`config.mk`:
```
export PLATFORM = sky130hd
export DESIGN_NAME = score_controller
export DESIGN_NICKNAME = d
export VERILOG_FILES = /design/src/rtl/score_controller.sv
export SDC_FILE = /design/constraint.sdc
export NUM_CORES = 1
export LEC_CHECK = 0
export CAP_MARGIN = 25
export CORE_ASPECT_RATIO = 0.5
export CORE_MARGIN = 4
export CORE_UTILIZATION = 60
export CTS_CLUSTER_DIAMETER = 80
export DETAILED_ROUTE_END_ITERATION = 6
export DONT_BUFFER_PORTS = 1
export GPL_TIMING_DRIVEN = 0
export PLACE_DENSITY = 0.76
export SLEW_MARGIN = 20
export SYNTH_ARGS = -nofsm -noshare
export SYNTH_HDL_FRONTEND = slang
export SYNTH_SLANG_ARGS = --single-unit
```
`constraint.sdc`:
```
create_clock -name clk -period 3.63 [get_ports clk]
set_input_delay 0.363 -clock clk [delete_from_list [all_inputs] [get_ports clk]]
set_output_delay 0.363 -clock clk [all_outputs]
set_load 0.005 [all_outputs]
```
`src/rtl/score_controller.sv`:
```
// score_controller
//   Serialises pellet / power-pellet / ghost / fruit award requests into a
//   running score. Each served request takes one pass IDLE->GRANT->ADD->CHECK.
//   Score saturates at SCORE_MAX. One extra life is awarded per game on the
//   first crossing of EXTRA_LIFE_AT.
//
//   Optional feature: define SCORE_HIGH_SCORE_EN to keep a best-since-reset
//   high score. Without it, high_score is tied to zero.
//
// Ports
//   clk          sole clock, rising edge
//   rst          asynchronous active-high reset
//   new_game     one-cycle pulse: clear score/combo/life flag, abort sequence
//   *_req        award requests, held until the matching *_ack
//   fruit_value  fruit award (units of 10), stable while fruit_req is high
//   *_ack        one-cycle grant pulses, issued in GRANT
//   score        current score (units of 10)
//   high_score   best score since reset (units of 10), 0 when feature is off
//   extra_life   one-cycle pulse on the first threshold crossing in a game
//   busy         high whenever the sequencer is not idle
module score_controller #(
    parameter logic [17:0] SCORE_MAX     = 18'd99999,
    parameter logic [17:0] EXTRA_LIFE_AT = 18'd1000
) (
    input  logic        clk,
    input  logic        rst,
    input  logic        new_game,
    input  logic        pellet_req,
    input  logic        power_req,
    input  logic        ghost_req,
    input  logic        fruit_req,
    input  logic [9:0]  fruit_value,
    output logic        pellet_ack,
    output logic        power_ack,
    output logic        ghost_ack,
    output logic        fruit_ack,
    output logic [17:0] score,
    output logic [17:0] high_score,
    output logic        extra_life,
    output logic        busy
);

    typedef enum logic [1:0] {IDLE, GRANT, ADD, CHECK} state_t;

    state_t      state_q, state_d;
    logic [3:0]  win_q, win_d;       // one-hot winner: [0]pellet [1]power [2]ghost [3]fruit
    logic [9:0]  award_q, award_d;
    logic [1:0]  combo_q, combo_d;
    logic        life_q, life_d;
    logic        xl_q, xl_d;
    logic [17:0] score_q, score_d;
    logic        rst_hold_q;         // blocks granting on the first edge after reset
    logic [18:0] sum;

    always_ff @(posedge clk or posedge rst) begin
        if (rst) begin
            state_q    <= IDLE;
            win_q      <= '0;
            award_q    <= '0;
            combo_q    <= '0;
            life_q     <= 1'b0;
            xl_q       <= 1'b0;
            score_q    <= '0;
            rst_hold_q <= 1'b1;
        end else begin
            state_q    <= state_d;
            win_q      <= win_d;
            award_q    <= award_d;
            combo_q    <= combo_d;
            life_q     <= life_d;
            xl_q       <= xl_d;
            score_q    <= score_d;
            rst_hold_q <= 1'b0;
        end
    end

    always_comb begin
        state_d = state_q;
        win_d   = win_q;
        award_d = award_q;
        combo_d = combo_q;
        life_d  = life_q;
        xl_d    = 1'b0;
        score_d = score_q;
        sum     = {1'b0, score_q} + {9'd0, award_q};

        unique case (state_q)
            IDLE: begin
                // Award is captured together with the winner so the ack
                // pulse and the amount always refer to the same request.
                if (!rst_hold_q) begin
                    if (ghost_req) begin
                        state_d = GRANT;
                        win_d   = 4'b0100;
                        award_d = 10'd20 << combo_q;
                    end else if (fruit_req) begin
                        state_d = GRANT;
                        win_d   = 4'b1000;
                        award_d = fruit_value;
                    end else if (power_req) begin
                        state_d = GRANT;
                        win_d   = 4'b0010;
                        award_d = 10'd5;
                    end else if (pellet_req) begin
                        state_d = GRANT;
                        win_d   = 4'b0001;
                        award_d = 10'd1;
                    end
                end
            end
            GRANT: state_d = ADD;
            ADD: begin
                state_d = CHECK;
                score_d = (sum > {1'b0, SCORE_MAX}) ? SCORE_MAX : sum[17:0];
                if (win_q[2]) begin
                    combo_d = (combo_q == 2'd3) ? 2'd3 : combo_q + 2'd1;
                end else if (win_q[1]) begin
                    combo_d = '0;
                end
            end
            CHECK: begin
                state_d = IDLE;
                if (score_q >= EXTRA_LIFE_AT && !life_q) begin
                    xl_d   = 1'b1;
                    life_d = 1'b1;
                end
            end
            default: state_d = IDLE;
        endcase

        // new_game overrides everything above; a latched award is dropped.
        if (new_game) begin
            state_d = IDLE;
            score_d = '0;
            combo_d = '0;
            life_d  = 1'b0;
            xl_d    = 1'b0;
        end
    end

`ifdef SCORE_HIGH_SCORE_EN
    logic [17:0] high_q, high_d;

    // The score being checked still counts even if new_game lands in CHECK.
    always_comb begin
        high_d = high_q;
        if (state_q == CHECK && score_q > high_q) begin
            high_d = score_q;
        end
    end

    always_ff @(posedge clk or posedge rst) begin
        if (rst) begin
            high_q <= '0;
        end else begin
            high_q <= high_d;
        end
    end

    assign high_score = high_q;
`else
    assign high_score = '0;
`endif

    always_comb begin
        pellet_ack = (state_q == GRANT) && win_q[0];
        power_ack  = (state_q == GRANT) && win_q[1];
        ghost_ack  = (state_q == GRANT) && win_q[2];
        fruit_ack  = (state_q == GRANT) && win_q[3];
        busy       = (state_q != IDLE);
        score      = score_q;
        extra_life = xl_q;
    end

endmodule

```
==> out/metrics.yaml <==
status: "finished, final reports clean"
p_seq_share_pct: 38.7
finalSetupViolations: 0
area_delta_synth_final_pct: 9.06
max_freq_ghz: 0.299
synthArstFlopShare_pct: 100
start_util_pct: 63.1
pre_cts_slack_ns: 0.348
path_class: "flop to flop"
hp-class: "input pin to flop"
clock_path_buffers: 2
pin_count: 59
fin_skew_ns: 0.00688
p_int_uw: 928
fin_ws_ns: 0.288
rsz0062_at_grt: "false"
fin_nets: 387
numCtsBuffers: 5
core_area_sq_um: 4470
top_layer: "met4"
insertion_delay_ns: 0.30
finish.utilization_pct: 68.8
finalHoldViolCount: 0
final.period_utilization_pct: 92.1
syn_area_sq_um: 2820
dpl_cell_area_sq_um: 2980
reg2reg_from: "score[0]"
r2r_end: "score[1]"
place.port_buffers: 0
synth_cells: 327
gr-total-overflow: 0
crit_start: "score[0]"
tightestPinTransition_ns: 0.637
gp_congestion: 0.830
crit_path_end: "score[1]"
drc: 0
end_kind: "flop"
seq_area_frac_synth_pct: 34.7
slew_viol_final: 0
ys_warn_count: 0
slew_headroom_pct: 57.6
slowest_delay_ns: 0.41
fillCellCount: 355
h-tree-depth: 2
combPwrFrac_pct: 42.6
fin_area_sq_um: 3070
leakage_nw: 1.37
wl_met3_um: 734
cts_sinks: 39
synth_common_cells: "38 x dfrtp_1, 37 x nand2_1, 30 x nor2_1"
slowest_stage: "dfrtp_1"
dp_hpwl_um: 5530
rrSetupSlack_ns: 0.29
fp.dieH_um: 56.4
p_sw_share_pct: 43.2
wl_um: 7190
die-area_sq_um: 5920
synth-edff-count: 0
cp-start-kind: "flop"
antenna_found_initial: 0
max_cap_viol_count: 0
fin_tns_setup_ns: 0
post_cts_resized: 0
met2WireLength_um: 3240
grt_max_degree: 33
path_max_fanout: 8
synth.largest_area_cell: "dfrtp_1"
synth_ff_type: "dfrtp_1"
ant_nets: 0
avgSynthCellArea_sq_um: 8.61
vias: 2478
peakVddDrop_uv: 379
p_per_area_nw_per_um2: 532
rr_worst_depth: 12
drtIter0Drc: 139
fin_crit_ns: 3.34
ys_types: 57
crit_arrival_ns: 3.54
die_x_um: 105
cts-root-buf: "clkbuf_8"
cts_tree: "done"
synth_area_leaders: "dfrtp_1 34%, ha_1 6.7%, nand2_1 4.9%, buf_4 4.8%, o21ai_0 4.4%"
p_sw_uw: 706
synth_most_common_cell: "dfrtp_1"
antenna_cells: 0
grt_pass1_wl_um: 12200
grt_pass1_vias: 2512
clk_pin_slew_ns: 0.09
synth.top_cell.area_share_pct: 33.8
ys_seq_elements: 39
wl_per_cell_um: 17.5
pwr-share-clk_pct: 18.7
placementRows: 17
grtUsageTotal_pct: 25.6
drt_first_pass_iters: 5
worstPathRequired_ns: 3.83
met1_length_um: 3150
crit_chain: "ha_1, inv_1, fa_1, nand2b_1, a21o_1, a311oi_2, nor2_1, a41oi_2, or2_1, buf_2, a21oi_1, a221oi_1"
drive_gt1_share_pct: 13.8
via_per_inst: 6.01
## logic make-up (layout without fill, tap and decap cells)
kind of cell / count (synthesis) / count (layout) / synth area share [%]
buffers and inverters: 51 / 61 / 9.60
xor gates and xnor gates: 11 / 11 / 3.42
and+or+nand+nor: 108 / 108 / 17.5
AOI/OAI and AO/OA: 98 / 98 / 26.0
DFF: 39 / 39 / 34.7
adders and majority gates: 16 / 16 / 7.37
muxes: 3 / 3 / 1.20
other: 1 / 19 / 0.133
## worst max-delay path, delay by kind of cell (launching register included)
family	cells	cell delay, ns
and+or+nand+nor	3	0.51
DFF	1	0.41
buffers and inverters	2	0.27
adders and majority gates	2	0.62
AOI/OAI and AO/OA	5	1.42
## flip-flops by register name (all words and copies together) (netlist names)
| name | count |
|---|---|
| score | 18 |
| award_q | 10 |
| win_q | 4 |
| combo_q | 2 |
| state_q | 2 |
| extra_life | 1 |
| life_q | 1 |
| rst_hold_q | 1 |
## cells in the final DEF, fill, tap and decap left out, types with 6 or more instances in the layout
master / instances
xnor2_1: 8
o21ai_0: 25
ha_1: 15
buf_4: 18
dfrtp_1: 38
a211oi_1: 6
nand3_1: 7
nand2_1: 37
a21o_1: 6
a22oi_1: 6
and2_1: 8
nor3_1: 7
conb_1: 19
a21oi_1: 16
inv_1: 14
nor2_1: 30
clkbuf_1: 12
## metal layers
layer | up-vias | track usage, %
met5 | - | 0
met4 | 0 | 5.98
met1 | 1172 | 33.6
met2 | 109 | 41.4
met3 | 9 | 8.38
li1 | 1188 | -
## timing repair
action | 4_1_cts | 5_1_grt
hold endpoints to repair | 7 | 0
buffers inserted | 0 | 0
endpoints found under the setup margin | 0 | 0
hold buffers | 1 | 0
## cell type report
type | count | area, sq um | area share, %
Multi-Input combinational cell | 255 | 1640 | 53.3
Sequential cell | 39 | 977 | 31.8
Buffer | 35 | 210 | 6.84
Clock buffer | 6 | 72.6 | 2.36
Tap cell | 57 | 71.3 | 2.32
Inverter | 16 | 60.1 | 1.96
Timing Repair Buffer | 2 | 30.0 | 0.978
Clock inverter | 2 | 13.8 | 0.448
## metrics by stage
stage | total power, mW | cells | hold slack [ns]
final | 1.63 | 412 | 0.155
after detailed placement | 1.33 | 403 | 0.167
after global routing | 1.77 | 412 | 0.156
after global placement | 1.30 | 402 | 0.458
after CTS | 1.63 | 412 | 0.156
after floorplan | 1.15 | 345 | 0.435
## power groups by stage
stage               registers, mW  logic [mW]  clock network [mW]
floorplan                   0.611       0.538                   0
global placement            0.636       0.660                   0
detailed placement          0.643       0.684                   0
CTS                         0.634       0.690               0.305
global route                0.650       0.790               0.328
finish                      0.632       0.696               0.305
## how the worst min path moves through the flow
stage | end | slack, ns | cells after the start | from
finish | win_q[0] | 0.16 | 1 | power_req
global route | win_q[0] | 0.16 | 1 | power_req
CTS | win_q[0] | 0.16 | 1 | power_req
detailed placement | score[16] | 0.17 | 1 | rst
global placement | win_q[0] | 0.46 | 2 | win_q[0]
floorplan | win_q[0] | 0.43 | 2 | win_q[0]
Power figures use the tool's default switching activity.
